===== src/rtl/tri_edge_raster.sv =====
// Triangle edge rasterizer: sorts three vertices by x, then walks edges
// S0->S1, S1->S2, S0->S2 with a Bresenham stepper, one pixel per handshake.
module tri_edge_raster #(
  parameter int COORD_W = 4,
  parameter int CNT_W   = 7
) (
  input  logic               clk,
  input  logic               rst,
  input  logic               in_valid,
  output logic               in_ready,
  input  logic [COORD_W-1:0] v0x,
  input  logic [COORD_W-1:0] v0y,
  input  logic [COORD_W-1:0] v1x,
  input  logic [COORD_W-1:0] v1y,
  input  logic [COORD_W-1:0] v2x,
  input  logic [COORD_W-1:0] v2y,
  output logic               out_valid,
  input  logic               out_ready,
  output logic [COORD_W-1:0] out_x,
  output logic [COORD_W-1:0] out_y,
  output logic [1:0]         out_edge,
  output logic               out_last,
  output logic               done,
  output logic [CNT_W-1:0]   pix_count
);
  localparam int EW = COORD_W + 2;

  typedef enum logic [2:0] {IDLE, SORT, SETUP, WALK, DONE} state_t;

  state_t                      state_q;
  logic [2:0][COORD_W-1:0]     vx_q, vy_q;
  logic [1:0]                  edge_q;
  logic [COORD_W-1:0]          dx_q, dy_q, xb_q, yb_q, cx_q, cy_q;
  logic                        syneg_q;
  logic signed [EW-1:0]        err_q;
  logic                        in_ready_q, out_valid_q, out_last_q, done_q;
  logic [CNT_W-1:0]            pix_q;

  // Stable sort: bubble passes (0,1),(1,2),(0,1) swapping only on strict >.
  logic [2:0][COORD_W-1:0] sx, sy;
  logic [COORD_W-1:0]      tx, ty;
  always_comb begin
    sx = vx_q;
    sy = vy_q;
    tx = '0;
    ty = '0;
    if (sx[0] > sx[1]) begin
      tx = sx[0]; ty = sy[0]; sx[0] = sx[1]; sy[0] = sy[1]; sx[1] = tx; sy[1] = ty;
    end
    if (sx[1] > sx[2]) begin
      tx = sx[1]; ty = sy[1]; sx[1] = sx[2]; sy[1] = sy[2]; sx[2] = tx; sy[2] = ty;
    end
    if (sx[0] > sx[1]) begin
      tx = sx[0]; ty = sy[0]; sx[0] = sx[1]; sy[0] = sy[1]; sx[1] = tx; sy[1] = ty;
    end
  end

  // Edge setup from the sorted vertices held in vx_q/vy_q.
  logic [1:0]           ia, ib;
  logic [COORD_W-1:0]   xa, ya, xb, yb, dx_s, dy_s;
  logic signed [EW-1:0] err_s;
  always_comb begin
    ia    = (edge_q == 2'd1) ? 2'd1 : 2'd0;
    ib    = (edge_q == 2'd0) ? 2'd1 : 2'd2;
    xa    = vx_q[ia];
    ya    = vy_q[ia];
    xb    = vx_q[ib];
    yb    = vy_q[ib];
    dx_s  = xb - xa;
    dy_s  = (yb >= ya) ? (yb - ya) : (ya - yb);
    err_s = $signed({2'b00, dx_s}) - $signed({2'b00, dy_s});
  end

  // One Bresenham step; both decisions use the pre-step error.
  logic signed [EW:0]   e2, dxe, dye, errn;
  logic                 step_x, step_y, at_end, next_end;
  logic [COORD_W-1:0]   nx, ny;
  always_comb begin
    e2       = {err_q, 1'b0};
    dxe      = $signed({3'b000, dx_q});
    dye      = $signed({3'b000, dy_q});
    step_x   = (e2 >= -dye);
    step_y   = (e2 <= dxe);
    errn     = $signed({err_q[EW-1], err_q}) + (step_y ? dxe : '0) - (step_x ? dye : '0);
    nx       = step_x ? cx_q + COORD_W'(1) : cx_q;
    ny       = !step_y ? cy_q : (syneg_q ? cy_q - COORD_W'(1) : cy_q + COORD_W'(1));
    at_end   = (cx_q == xb_q) && (cy_q == yb_q);
    next_end = (nx == xb_q) && (ny == yb_q);
  end

  always_ff @(posedge clk or posedge rst) begin
    if (rst) begin
      state_q     <= IDLE;
      vx_q        <= '0;
      vy_q        <= '0;
      edge_q      <= '0;
      dx_q        <= '0;
      dy_q        <= '0;
      xb_q        <= '0;
      yb_q        <= '0;
      cx_q        <= '0;
      cy_q        <= '0;
      syneg_q     <= 1'b0;
      err_q       <= '0;
      in_ready_q  <= 1'b1;
      out_valid_q <= 1'b0;
      out_last_q  <= 1'b0;
      done_q      <= 1'b0;
      pix_q       <= '0;
    end else begin
      case (state_q)
        IDLE: if (in_valid) begin
          vx_q       <= {v2x, v1x, v0x};
          vy_q       <= {v2y, v1y, v0y};
          pix_q      <= '0;
          edge_q     <= 2'd0;
          in_ready_q <= 1'b0;
          state_q    <= SORT;
        end
        SORT: begin
          vx_q    <= sx;
          vy_q    <= sy;
          state_q <= SETUP;
        end
        SETUP: begin
          dx_q        <= dx_s;
          dy_q        <= dy_s;
          syneg_q     <= (yb < ya);
          err_q       <= err_s;
          xb_q        <= xb;
          yb_q        <= yb;
          cx_q        <= xa;
          cy_q        <= ya;
          out_valid_q <= 1'b1;
          out_last_q  <= (edge_q == 2'd2) && (xa == xb) && (ya == yb);
          state_q     <= WALK;
        end
        WALK: if (out_ready) begin
          pix_q <= pix_q + CNT_W'(1);
          if (at_end) begin
            out_valid_q <= 1'b0;
            out_last_q  <= 1'b0;
            if (edge_q == 2'd2) begin
              done_q  <= 1'b1;
              state_q <= DONE;
            end else begin
              edge_q  <= edge_q + 2'd1;
              state_q <= SETUP;
            end
          end else begin
            cx_q       <= nx;
            cy_q       <= ny;
            err_q      <= errn[EW-1:0];
            out_last_q <= (edge_q == 2'd2) && next_end;
          end
        end
        DONE: begin
          done_q     <= 1'b0;
          in_ready_q <= 1'b1;
          state_q    <= IDLE;
        end
        default: state_q <= IDLE;
      endcase
    end
  end

  assign in_ready  = in_ready_q;
  assign out_valid = out_valid_q;
  assign out_x     = cx_q;
  assign out_y     = cy_q;
  assign out_edge  = edge_q;
  assign out_last  = out_last_q;
  assign done      = done_q;
  assign pix_count = pix_q;

endmodule


===== config.mk =====
export PLATFORM = sky130hd
export DESIGN_NAME = tri_edge_raster
export DESIGN_NICKNAME = d
export VERILOG_FILES = /design/src/rtl/tri_edge_raster.sv
export SDC_FILE = /design/constraint.sdc
export NUM_CORES = 1
export LEC_CHECK = 0
export ABC_AREA = 0
export BUFFER_PORTS_ARGS = -buffer_cell sky130_fd_sc_hd__buf_2
export CAP_MARGIN = 40
export CORE_ASPECT_RATIO = 1.4
export CORE_MARGIN = 1.5
export CORE_UTILIZATION = 32
export CTS_BUF_LIST = sky130_fd_sc_hd__clkbuf_8 sky130_fd_sc_hd__clkbuf_16
export DETAILED_ROUTE_END_ITERATION = 8
export PLACE_DENSITY = 0.47
export REMOVE_ABC_BUFFERS = 1
export SLEW_MARGIN = 20
export SYNTH_ARGS = -nofsm -noshare
export SYNTH_HDL_FRONTEND = slang
export SYNTH_SLANG_ARGS = --single-unit

===== constraint.sdc =====
create_clock -name clk -period 4.3 [get_ports clk]
set_input_delay 0.645 -clock clk [delete_from_list [all_inputs] [get_ports clk]]
set_output_delay 0.645 -clock clk [all_outputs]
set_load 0.02 [all_outputs]

# After elaboration in Yosys (flattened, before gate mapping)
# Index checks and enable logic that the tools add are counted.
# word_totals
romBits	0
out_inout_bits	21
memories	0
latch_bits	0
wordCells	143
register_bits	71
ramBits	0
# op_classes
multipliers	0
shift	0
n_mux	60
reduce_logical	22
div_mod_pow	0
bitwise	0
magnitude_cmp	9
n_addsub	12
eq_ne	19
# op_table
op	count
$mux W4	14
$mux W8	6
$pmux W12 S2	2
$bmux W4 S2	4
$eq A4 B4 Y1	6
$mux W12	2
$pmux W4 S2	2
$reduce_and A3 Y1	5
$mux W7	2
$ne A2 B2 Y1 const B	7
$pmux W7 S2	1
$gt A4 B4 Y1	3
$mux W3	4
$mux W6	2
$pmux W3 S4	1
$pmux W6 S2	1
$sub A4 B4 Y4	3
$mux W2	5
$reduce_bool A2 Y1	5
$mux W1	9
$add A4 B1 Y4 const B	2
$pmux W1 S2	4
$add A7 B1 Y7 const B	1
$ge A7 B7 Y1	1
23 further kinds	30

# Depth between registers and ports, before layout
# Gate-level depths: netlist of the first run.
# logic_depth
ltp_word	9
mapped_depth	24
mapped_depth_nobuf	23

# Worst setup path after synthesis of the first run
# No wires, ideal clock.
# synth_timing
path_kind	flip-flop to flip-flop
startpoint	reg vx_q[1] (netlist name)
endpoint	reg vy_q[4] (netlist name)
synth_period_minus_slack_ns	4.715
path_slack_ns	-0.415
path_stages_with_launch	22
arrival_ns	4.586
cell_sequence	dfrtp_1 ha_1 nor2b_1 o21a_1 o21a_1 o21ai_2 mux2_2 ha_1 nor2b_1 o21a_1 o21ai_0 a21o_1 buf_2 mux2i_1 ha_1 nor2b_1 o21a_1 o21a_1 o21a_1 xnor2_1 nor4_1 nand3b_1
# synth_via
elab_chain_cells	7
word_cells_on_any_way	9
cone_classes	order compare: 3; mux: 6
# synth_rtl
element	line	source
from (decl)	31	logic [2:0][COORD_W-1:0] vx_q, vy_q;
from (signal assigned)	113	vx_q <= {v2x, v1x, v0x};
$gt A4 B4 Y1	47	if (sx[0] > sx[1]) begin
$mux W8	47	
$gt A4 B4 Y1	50	if (sx[1] > sx[2]) begin
$mux W8	50	
$gt A4 B4 Y1	53	if (sx[0] > sx[1]) begin
$mux W8 *	53	
$pmux W12 S2 *	111	case (state_q)
to (signal assigned)	114	vy_q <= {v2y, v1y, v0y};
to (signal assigned)	122	vy_q <= sy;
to (decl)	31	
# Mark *: on every way between the ends. The rest lies on a longest branch, timed or not. The select of a mux whose other input is x is not followed.
# A chain may end at the register's enable or synchronous reset.

# Worst setup path in the final report of the first run
# layout_timing
startpoint	reg vx_q[5] (netlist name)
endpoint	reg vy_q[7] (netlist name)
# The elaborated chain is that of the path after synthesis.

==> summary.md, run 1 <==
| Metric | Value |
|---|---|
| Seq/Total Area, Yosys | `between 30% and 40%` |
| Tcrit/Tclk final | `104%` |
| Initial antenna violation count | `0` |
| Critical path data arrival time | `4700 ps` |
| Most common cell in the netlist | `dfrtp_1` |
| Io pins | `49` |
| # setup viols final | `16` |
| Crit-path most repeated cell | `o21a_1` |
| Via count | `~5000` |
| CP max stage cell | `dfrtp_1` |
| Power Density | `about 640 mW/mm²` |
| Crit path max fanout | `8` |
| H-tree Lvls | `3` |
| Register-to-register setup slack | `-180 ps` |
| Synth Flop Type | `dfrtp_1` |
| Critical path class | `flip-flop to flip-flop` |
| R2R Path End | `vy_q[7]` |
| Critical-path cell list | `inv_2, ha_4, nor2b_4, o21a_1, o21a_1, o21ai_2, mux2_4, ha_4, nor2b_4, o21a_1, o21ai_2, a21o_4, mux2i_4, ha_4, nor2b_4, o21a_1, o21a_1, o21a_4, buf_6, nor2_4, buf_6, nor4_1, nand3b_1` |
| Asr flop ratio synth | `between 90% and 100%` |
| CP endpoint kind | `flip-flop` |
| Gate Count Post-Synth | `between 600 and 700` |
| Slew @ Worst Pin | `694 ps` |
| Die area | `0.0183 mm²` |
| CP Launch Type | `flip-flop` |
| Initial Utilization | `32.4%` |
| First DRT Iteration DRCs | `244` |
| Max cap viols | `0` |
| Final core area utilization | `41.1%` |
| Total grt overflow | `0` |
| Critical Path RT | `approximately 4500 ps` |
| DIE HEIGHT | `approximately 160 µm` |
| Beginning of the critical path | `vx_q[5]` |
| Reg2Reg Depth | `23` |
| Row count | `57` |
| Clk pin slew, worst setup/hold paths | `approximately 60 ps` |
| First-pass GRT wire length | `26300 µm` |
| Area Overhead vs Synth | `27.0%` |
| Slew Viols, Final | `0` |
| Post-route ant nets | `0` |
| Mean Syn Cell Area | `between 8 and 9 µm²` |
| Total CTS buffers | `9` |
| Via/cell ratio | `just over 5` |
| Netlist Area Pre-Place | `about 0.0056 mm²` |
| Met1 GRT Util | `21.9%` |
| CP max stage delay | `380 ps` |
| CTS root buf | `clkbuf_16` |
| Worst Slack Setup Final | `-183 ps` |
| Number of synthesized flops with an enable pin | `0` |
| Dominant cell type by area after synthesis | `dfrtp_1` |
| Final nets | `between 800 and 900` |
| Clk Latency, worst-skew pair | `roughly 340 ps` |
| Minimum clock period | `4480 ps` |
| GP Congestion | `about 0.9` |
| Hold Path Class | `input port to asynchronous set/reset pin` |
| RSZ-0062 raised after global routing | `yes` |
| Clock buffer depth | `2` |
| Commonest cells in the netlist | `dfrtp_1 (70), inv_1 (68), nand2_1 (63), ha_1 (51), a21oi_1 (48)` |
| Die W | `115 µm` |
| Worst Skew | `7.14 ps` |
| Most Crowded Layer GR | `met2` |
| VDD IR max | `203 µV` |
| Core area | `0.0173 mm²` |
| Post-synthesis register bit count | `71` |
| DRT Wirelength | `16000 µm` |
| Largest net degree at the start of global routing | `44` |
| Yosys top cell area share | `31.3%` |
| Reg-to-reg startpoint | `vx_q[5]` |
| Drt pass-1 iters | `7` |
| Violated checks | `setup timing` |
| IO buf count | `48` |
| Antenna cells | `0` |
| Achievable Freq | `0.223 GHz` |
| Clk sink count | `slightly above 70` |
| Outcome | `finished, violations left` |
| Worst hold slack | `about 370 ps` |
| Synth cell types | `between 60 and 70` |
| Lkg Pwr | `3.33 nW` |
| M2 GR Usage | `roughly a third` |
| Placed wire-length estimate | `12000 µm` |
| Global Route Usage Sum | `a little under a fifth` |
| Post-CTS Hold Fix Bufs | `0` |
| Synth top area cells | `dfrtp_1 (31%), ha_1 (11%), mux2i_1 (5.2%)` |
| Vias in the first global route | `5110` |
| CTS tree | `yes` |
| Hold Fails Final Rpt | `0` |
| Met3 Usage GRT | `2.21%` |
| DRC violations left | `0` |
| Yosys warns | `0` |
| DR WL/cell | `16.5 µm` |
| Layout cells sized above 1 | `25.3%` |
| Max_slew headroom | `approximately 54%` |
| Dpl ws | `-546 ps` |
logic make-up (layout without fill, tap and decap cells):
| kind of cell | count (synthesis) | count (layout) | synth area share [%] |
|---|---|---|---|
| mux | 33 | 33 | 6.00 |
| fa+ha+maj | 60 | 60 | 14.6 |
| buf+inv | 94 | 188 | 6.58 |
| compound gates | 175 | 175 | 20.3 |
| xor+xnor | 29 | 29 | 4.54 |
| flops | 71 | 71 | 31.8 |
| simple gates | 178 | 178 | 16.2 |
report_power, final:
part	leakage, nW	switching [mW]	internal (mW)
clock	0.146	0.303	0.445
combinational	2.40	1.49	1.17
sequential	0.792	0.275	0.869
final cells by class:
cell class	instances	area, µm²
inverters	68	255
flip-flops and latches	71	1780
repair buffers	104	697
clock buffers	9	225
fillers	1773	10200
well taps	236	295
clock inverters	7	65.1
multi-input cells	475	3780
placed cells by master, fill, tap and decap left out, types with 5 or more instances in the layout:
| master | count |
|---|---|
| a21oi_2 | 5 |
| a31oi_1 | 7 |
| a222oi_1 | 6 |
| nand3_1 | 8 |
| a22o_1 | 6 |
| clkbuf_16 | 9 |
| fa_1 | 9 |
| nand4_1 | 9 |
| xor2_1 | 19 |
| buf_6 | 6 |
| a22oi_1 | 9 |
| nor2b_1 | 5 |
| a21oi_1 | 43 |
| nor2_1 | 35 |
| dfrtp_1 | 70 |
| mux2i_1 | 25 |
| xnor2_1 | 9 |
| inv_1 | 66 |
| a21o_1 | 10 |
| ha_4 | 7 |
| buf_4 | 48 |
| o21ai_0 | 40 |
| o211ai_1 | 7 |
| o22ai_1 | 8 |
| nand2_1 | 63 |
| nand3b_1 | 6 |
| ha_1 | 43 |
| and2_1 | 6 |
| o21a_1 | 7 |
| buf_2 | 48 |
stage by stage:
| step | power (mW) | setup TNS [ps] | area (µm²) | std cells |
|---|---|---|---|---|
| floorplan | 3.03 | -12830 | 5480 | 614 |
| global placement | 3.70 | -4180 | 6350 | 942 |
| detailed placement | 3.76 | -6800 | 6350 | 942 |
| CTS | 4.54 | -3510 | 6790 | 960 |
| global route | 5.02 | -5140 | 7100 | 970 |
| finish | 4.56 | -2200 | 7100 | 970 |
worst max-delay path, delay by kind of cell (launching register included):
kind / cells / cell delay, ps
AOI/OAI and AO/OA: 9 / 1680
buffers and inverters: 3 / 360
and+or+nand+nor: 6 / 660
adders and majority gates: 3 / 670
muxes: 2 / 600
DFF: 1 / 380
how the worst max path moves through the flow:
stage | cells past startpoint | end
global route | 25 | vy_q[3]
global placement | 20 | vy_q[7]
CTS | 23 | vy_q[4]
detailed placement | 21 | vy_q[4]
finish | 23 | vy_q[7]
floorplan | 20 | vy_q[0]
layer usage:
layer  share of wire [%]  routed length, µm
met5                   0                  0
met4                 2.6                416
met3                 2.3                368
met2                  53               8460
met1                  42               6750
flip-flops by register name (all words and copies together), names as in the netlist:
register and count:
done 1, vx_q 12, out_valid 1, out_y 4, vy_q 12, yb_q 4, xb_q 4, out_x 4
dx_q 4, dy_q 4, out_last 1, err_q 6, state_q 3, syneg_q 1, in_ready 1, out_edge 2
pix_count 7
repair_timing:
item,CTS,global route
buffers inserted,2,8
resized for setup,26,42
pin swaps,15,25
endpoints found under the setup margin,16,19
(Power assumes the default switching activity.)
==> inputs of run 2 (changes only) <==
- CORE_UTILIZATION: 32 -> 30
- PLACE_DENSITY: 0.47 -> 0.44
==> summary.md, run 2 (synthesis results as in run 1) <==
| Metric | Value |
|---|---|
| Global Route Usage Sum | `16.8% (-1.4 points)` |
| CTS tree | `yes` |
| Hold Fails Final Rpt | `0 (unchanged)` |
| Core area | `0.0181 mm² (+5.1%)` |
| Slew @ Worst Pin | `744 ps (+50.6 ps)` |
| RSZ-0062 raised after global routing | `yes` |
| Vias in the first global route | `5144 (+0.67%)` |
| Total CTS buffers | `9 (unchanged)` |
| Post-CTS Hold Fix Bufs | `0 (unchanged)` |
| Via/cell ratio | `5.11 (-0.83%)` |
| Crit path max fanout | `8 (unchanged)` |
| Post-route ant nets | `0 (unchanged)` |
| DIE HEIGHT | `165 µm (+3.2%)` |
| CP max stage delay | `390 ps (about the same)` |
| Initial antenna violation count | `0 (unchanged)` |
| Combinational share of power | `59.4% (+0.9 points)` |
| Number of fill cells in the layout | `1920 (+8.3%)` |
| H-tree Lvls | `3 (unchanged)` |
| Layout cells sized above 1 | `23.3% (-2.1 points)` |
| Initial Utilization | `30.8% (-1.6 points)` |
| Max_slew headroom | `50.3% (-3.3 points)` |
| VDD IR max | `185 µV (-8.6%)` |
| Critical path data arrival time | `4680 ps (-20 ps)` |
| Critical path class | `flip-flop to flip-flop` |
| Area Overhead vs Synth | `24.1%` |
| CP endpoint kind | `flip-flop` |
| Outcome | `finished, violations left` |
| Achievable Freq | `0.224 GHz (+0.33%)` |
| Dpl ws | `-574 ps (-28.3 ps)` |
| Switching pwr | `2.05 mW (-1.2%)` |
| CP Launch Type | `flip-flop` |
| GP Congestion | `0.840 (-6.8%)` |
| First-pass GRT wire length | `26100 µm (-0.97%)` |
| CTS root buf | `clkbuf_16` |
| Io pins | `49 (unchanged)` |
| P_int | `2.44 mW (-1.8%)` |
| Clk Latency, worst-skew pair | `330 ps (about the same)` |
| Placed inst area | `0.00638 mm² (+0.55%)` |
| Worst Skew | `7.30 ps (+0.163 ps)` |
| Clk sink count | `71 (unchanged)` |
| Critical-path cell list | `inv_2, ha_4, nor2b_1, o21a_1, o21a_1, o21ai_2, mux2_4, ha_4, nor2b_4, o21a_1, o21ai_2, a21o_1, mux2i_2, ha_1, nor2b_1, o21a_1, o21a_1, o21a_4, buf_6, nor2_4, buf_6, nor4_1, nand3b_1` |
| Switching part of the total power | `45.6% (+0.15 points)` |
| Largest net degree at the start of global routing | `37 (-16%)` |
| Drt pass-1 iters | `7 (unchanged)` |
| Total grt overflow | `0 (unchanged)` |
| IO buf count | `48 (unchanged)` |
| Power Density | `647 mW/mm² (+0.77%)` |
| Row count | `58 (+1.8%)` |
| Minimum clock period | `4470 ps (-14.7 ps)` |
| Worst hold slack | `423 ps (+47.9 ps)` |
| Max cap viols | `0 (unchanged)` |
| Die area | `0.0195 mm² (+6.5%)` |
| # setup viols final | `16 (unchanged)` |
| Final nets | `818 (+0.12%)` |
| CP max stage cell | `dfrtp_1` |
| Clk pin slew, worst setup/hold paths | `60 ps (about the same)` |
| Leading cell type in the layout, fill and taps excluded | `dfrtp_1` |
| Via count | `4978 (-0.32%)` |
| Violated checks | `setup timing` |
| Clock buffer depth | `2 (unchanged)` |
| DR WL/cell | `16.4 µm (-0.74%)` |
| DRC violations left | `0 (unchanged)` |
| Fin area | `0.00694 mm² (-2.3%)` |
| Clock group share of total power | `15.3% (-1.1 points)` |
| Slew Viols, Final | `0 (unchanged)` |
| First DRT Iteration DRCs | `138 (-43%)` |
| Antenna cells | `0 (unchanged)` |
| Crit-path most repeated cell | `o21a_1` |
| Commonest non-fill, non-tap cells in the layout | `dfrtp_1 (70), inv_1 (69), nand2_1 (63)` |
| Tcrit/Tclk final | `104% (-0.34 points)` |
| Placed wire-length estimate | `12400 µm (+3.3%)` |
| Die W | `118 µm (+3.2%)` |
| DRT Wirelength | `16000 µm (-0.23%)` |
| Critical Path RT | `4510 ps (about the same)` |
| Hold Path Class | `input port to asynchronous set/reset pin` |
| Lkg Pwr | `3.29 nW (-1.3%)` |
| Worst Slack Setup Final | `-169 ps (+14.7 ps)` |
| Sequential power share | `25.4% (+0.3 points)` |
==> run 2: changes by cell type in the layout (fill, tap and decap cells not counted), moves of 3 or more <==
cell,before,now
buf_4,48,52
ha_1,43,47
ha_4,7,3
inv_1,66,69
nor2_2,0,3
nor2_4,4,1
==> run 2: repair_timing <==
item                       in CTS  in global routing
hold endpoints to repair        0                  0
buffers inserted                6                  3
gates resized for setup        26                 18
pin swaps                      13                 12
setup endpoints to repair      16                 19
==> run 2: cell type report <==
| type | instances | area [µm²] | area share, % |
|---|---|---|---|
| multi-input cells | 475 | 3650 | 52.6 |
| flip-flops and latches | 71 | 1780 | 25.6 |
| repair buffers | 105 | 687 | 9.90 |
| well taps | 240 | 300 | 4.33 |
| inverters | 68 | 255 | 3.68 |
| clock buffers | 10 | 239 | 3.44 |
| clock inverters | 6 | 30.0 | 0.433 |
==> run 2: layer usage <==
metal	vias up	track usage [%]	share of wire (%)
met3	15	2.04	2.4
met4	0	4.76	1.3
li1	2439	-	-
met1	2432	19.8	43
met5	-	0	0
met2	92	32.0	53
==> run 2: worst paths after layout <==
check / startpoint / end / slack (ps) / depth (start not counted)
setup / recovery: vx_q[5] / vy_q[4] / -170 / 23
hold / removal: rst / vx_q[10] / 420 / 3
setup reg to reg: vx_q[5] / vy_q[4] / -170 / 23
hold reg to reg: out_valid / out_valid / 500 / 2
max in group asynchronous: rst / in_ready / 3510 / 3
min in group clk: out_valid / out_valid / 500 / 2
==> run 2: through the flow <==
stage	power, mW	cells	setup TNS [ps]	utilization (%)
after detailed placement	3.78	950	-6880	35.2
after global placement	3.72	950	-4230	35.2
after CTS	4.51	972	-2710	37.7
after global routing	4.93	975	-4870	38.2
after floorplan	3.03	614	-12830	-
final	4.49	975	-1980	38.2
==> run 2: worst max-delay path: cells and delay by family (launching register included) <==
kind / cells / cell delay [ps]
simple gates: 6 / 680
mux: 2 / 610
buf+inv: 3 / 350
fa+ha+maj: 3 / 690
flops: 1 / 390
compound gates: 9 / 1630
==> run 2: power by group through the flow <==
stage                     Sequential (mW)  Combinational [mW]  Clock (mW)
final                                1.14                2.67       0.685
after global routing                 1.18                3.01       0.737
after CTS                            1.14                2.66       0.706
after detailed placement             1.15                2.63           0
after global placement               1.15                2.58           0
after floorplan                      1.16                1.88           0
==> inputs of run 3 (changes only) <==
- PLACE_DENSITY: 0.44 -> 0.43
- clock period: 4.3 -> 5.5 ns (I/O delays scaled with it)
==> summary.md, run 3 (synthesis results as in run 1) <==
| Metric | Value |
|---|---|
| Commonest non-fill, non-tap cells in the layout | `inv_1 (70), dfrtp_1 (70), nand2_1 (63)` |
| H-tree Lvls | `3 (unchanged)` |
| Post-CTS Hold Fix Bufs | `0 (unchanged)` |
| VDD IR max | `172 µV (-7.3%)` |
| Hold Fails Final Rpt | `0 (unchanged)` |
| Critical path class | `flip-flop to flip-flop` |
| Core area | `0.0181 mm² (unchanged)` |
| # setup viols final | `0 (-16)` |
| Initial antenna violation count | `0 (unchanged)` |
| Tcrit/Tclk final | `92.5% (-11 points)` |
| Non-filler cells, final | `929 (-4.7%)` |
| Lkg Pwr | `3.05 nW (-7.4%)` |
| Register-to-register setup slack | `410 ps (+580 ps)` |
| Post-CTS setup buffer count | `0 (-6)` |
| Slew Viols, Final | `0 (unchanged)` |
| Placed cell count | `912 (-4.0%)` |
| First-pass GRT wire length | `25700 µm (-1.6%)` |
| Worst Skew | `7.57 ps (+0.270 ps)` |
| Crit path max fanout | `22 (+14)` |
| Via count | `4699 (-5.6%)` |
| Cts repair resizes | `0 (-100%)` |
| DRC violations left | `0 (unchanged)` |
| DIE HEIGHT | `165 µm (unchanged)` |
| Critical Path RT | `5710 ps (+1200 ps)` |
| Drt pass-1 iters | `4 (-3)` |
| Area Overhead vs Synth | `15.1%` |
| CTS root buf | `clkbuf_16` |
| Hold Path Class | `flip-flop to flip-flop` |
| Achievable Freq | `0.197 GHz (-12%)` |
| CP Launch Type | `flip-flop` |
| WL met2 | `8050 µm (-5.1%)` |
| R2R Path End | `vy_q[7]` |
| Clk sink count | `71 (unchanged)` |
| Setup TNS | `0 ps (+1980 ps)` |
| CP endpoint kind | `flip-flop` |
| Clk pin slew, worst setup/hold paths | `60 ps (about the same)` |
| Clock buffer depth | `2 (unchanged)` |
| First DRT Iteration DRCs | `138 (unchanged)` |
| Initial Utilization | `30.8% (unchanged)` |
| Power Density | `543 mW/mm² (-16%)` |
| GP Congestion | `0.806 (-4.0%)` |
| Metal3 WL | `316 µm (-19%)` |
| Placed wire-length estimate | `12100 µm (-2.4%)` |
| Global Route Usage Sum | `16.6% (-0.23 points)` |
| Clk Latency, worst-skew pair | `330 ps (about the same)` |
| Top Layer Used | `met4` |
| DR WL/cell | `16.5 µm (+0.72%)` |
| Via/cell ratio | `5.06 (-0.93%)` |
| M1 WL | `6680 µm (-3.0%)` |
| Outcome | `finished clean` |
| Critical path data arrival time | `5300 ps (+620 ps)` |
| Row count | `58 (unchanged)` |
| Io pins | `49 (unchanged)` |
| Max_slew headroom | `45.1% (-5.2 points)` |
| IO buf count | `48 (unchanged)` |
| Slew @ Worst Pin | `821 ps (+77.1 ps)` |
| Vias in the first global route | `4868 (-5.4%)` |
| Minimum clock period | `5090 ps (+617 ps)` |
| Reg2Reg Depth | `21 (-8.7%)` |
| Number of fill cells in the layout | `1940 (+1.0%)` |
| Fin area | `0.00643 mm² (-7.3%)` |
| Max cap viols | `0 (unchanged)` |
| Worst Slack Setup Final | `414 ps (+583 ps)` |
| Reg-to-reg startpoint | `vx_q[5]` |
| Total grt overflow | `0 (unchanged)` |
| Layout cells sized above 1 | `14.7% (-8.6 points)` |
| RSZ-0062 raised after global routing | `no` |
| Final nets | `772 (-5.6%)` |
| Largest net degree at the start of global routing | `50 (+35%)` |
| DRT Wirelength | `15300 µm (-4.0%)` |
| CP endpoint | `vy_q[7]` |
| Antenna cells | `0 (unchanged)` |
| Total CTS buffers | `9 (unchanged)` |
| Placed inst area | `0.00612 mm² (-4.2%)` |
| Beginning of the critical path | `vx_q[5]` |
| CTS tree | `yes` |
| Dpl ws | `232 ps (+806 ps)` |
| Die W | `118 µm (unchanged)` |
| Post-route ant nets | `0 (unchanged)` |
| Die area | `0.0195 mm² (unchanged)` |
run 3: how the worst min path moves through the flow:
stage	start	end	slack [ps]	cells past startpoint
5_1_grt	out_valid	out_valid	510	2
2_1_floorplan	yb_q[3]	yb_q[3]	470	2
3_3_place_gp	out_valid	out_valid	470	2
3_5_place_dp	out_valid	out_valid	470	2
6_report	out_valid	out_valid	490	2
4_1_cts	out_valid	out_valid	490	2
run 3: metal layers:
layer | up-vias | track usage (%)
met2 | 69 | 30.8
li1 | 2353 | -
met4 | 0 | 6.30
met5 | - | 0
met1 | 2262 | 19.8
met3 | 15 | 1.55
run 3: power breakdown:
| part | switching [mW] | total (mW) | leakage [nW] | internal, mW |
|---|---|---|---|---|
| clock | 0.225 | 0.583 | 0.152 | 0.358 |
| sequential | 0.200 | 0.880 | 0.792 | 0.680 |
| combinational | 1.16 | 2.03 | 2.10 | 0.872 |
| total | 1.58 | 3.49 | 3.05 | 1.91 |
run 3: metrics by stage:
step | hold slack, ps | power, mW | util [%]
after global routing | 512 | 3.88 | 35.5
after CTS | 489 | 3.56 | 35.3
after detailed placement | 469 | 2.95 | 33.7
final | 490 | 3.49 | 35.5
after floorplan | 465 | 2.37 | -
after global placement | 470 | 2.89 | 33.6
run 3: critical path, stage by stage, from the launching register on:
cell and delay, ps:
dfrtp_1 390, inv_1 90, ha_1 290, nor2b_1 130, o21a_1 160, o21a_1 170
o21ai_2 140, buf_4 290, mux2_2 400, ha_1 290, o21a_1 110, o21ai_0 210
a21o_2 300, mux2i_1 320, ha_1 290, nor2b_1 130, o21a_1 160, o21a_1 180
o21a_1 270, xnor2_2 380, nor4_1 90, nand3b_1 160
run 3: area by class of cell:
class,instances,area (µm²),area share (%)
clock buffers,10,239,3.71
clock inverters,6,53.8,0.836
inverters,68,255,3.97
multi-input cells,475,3460,53.9
flip-flops and latches,71,1780,27.6
well taps,240,300,4.67
repair buffers,59,343,5.33
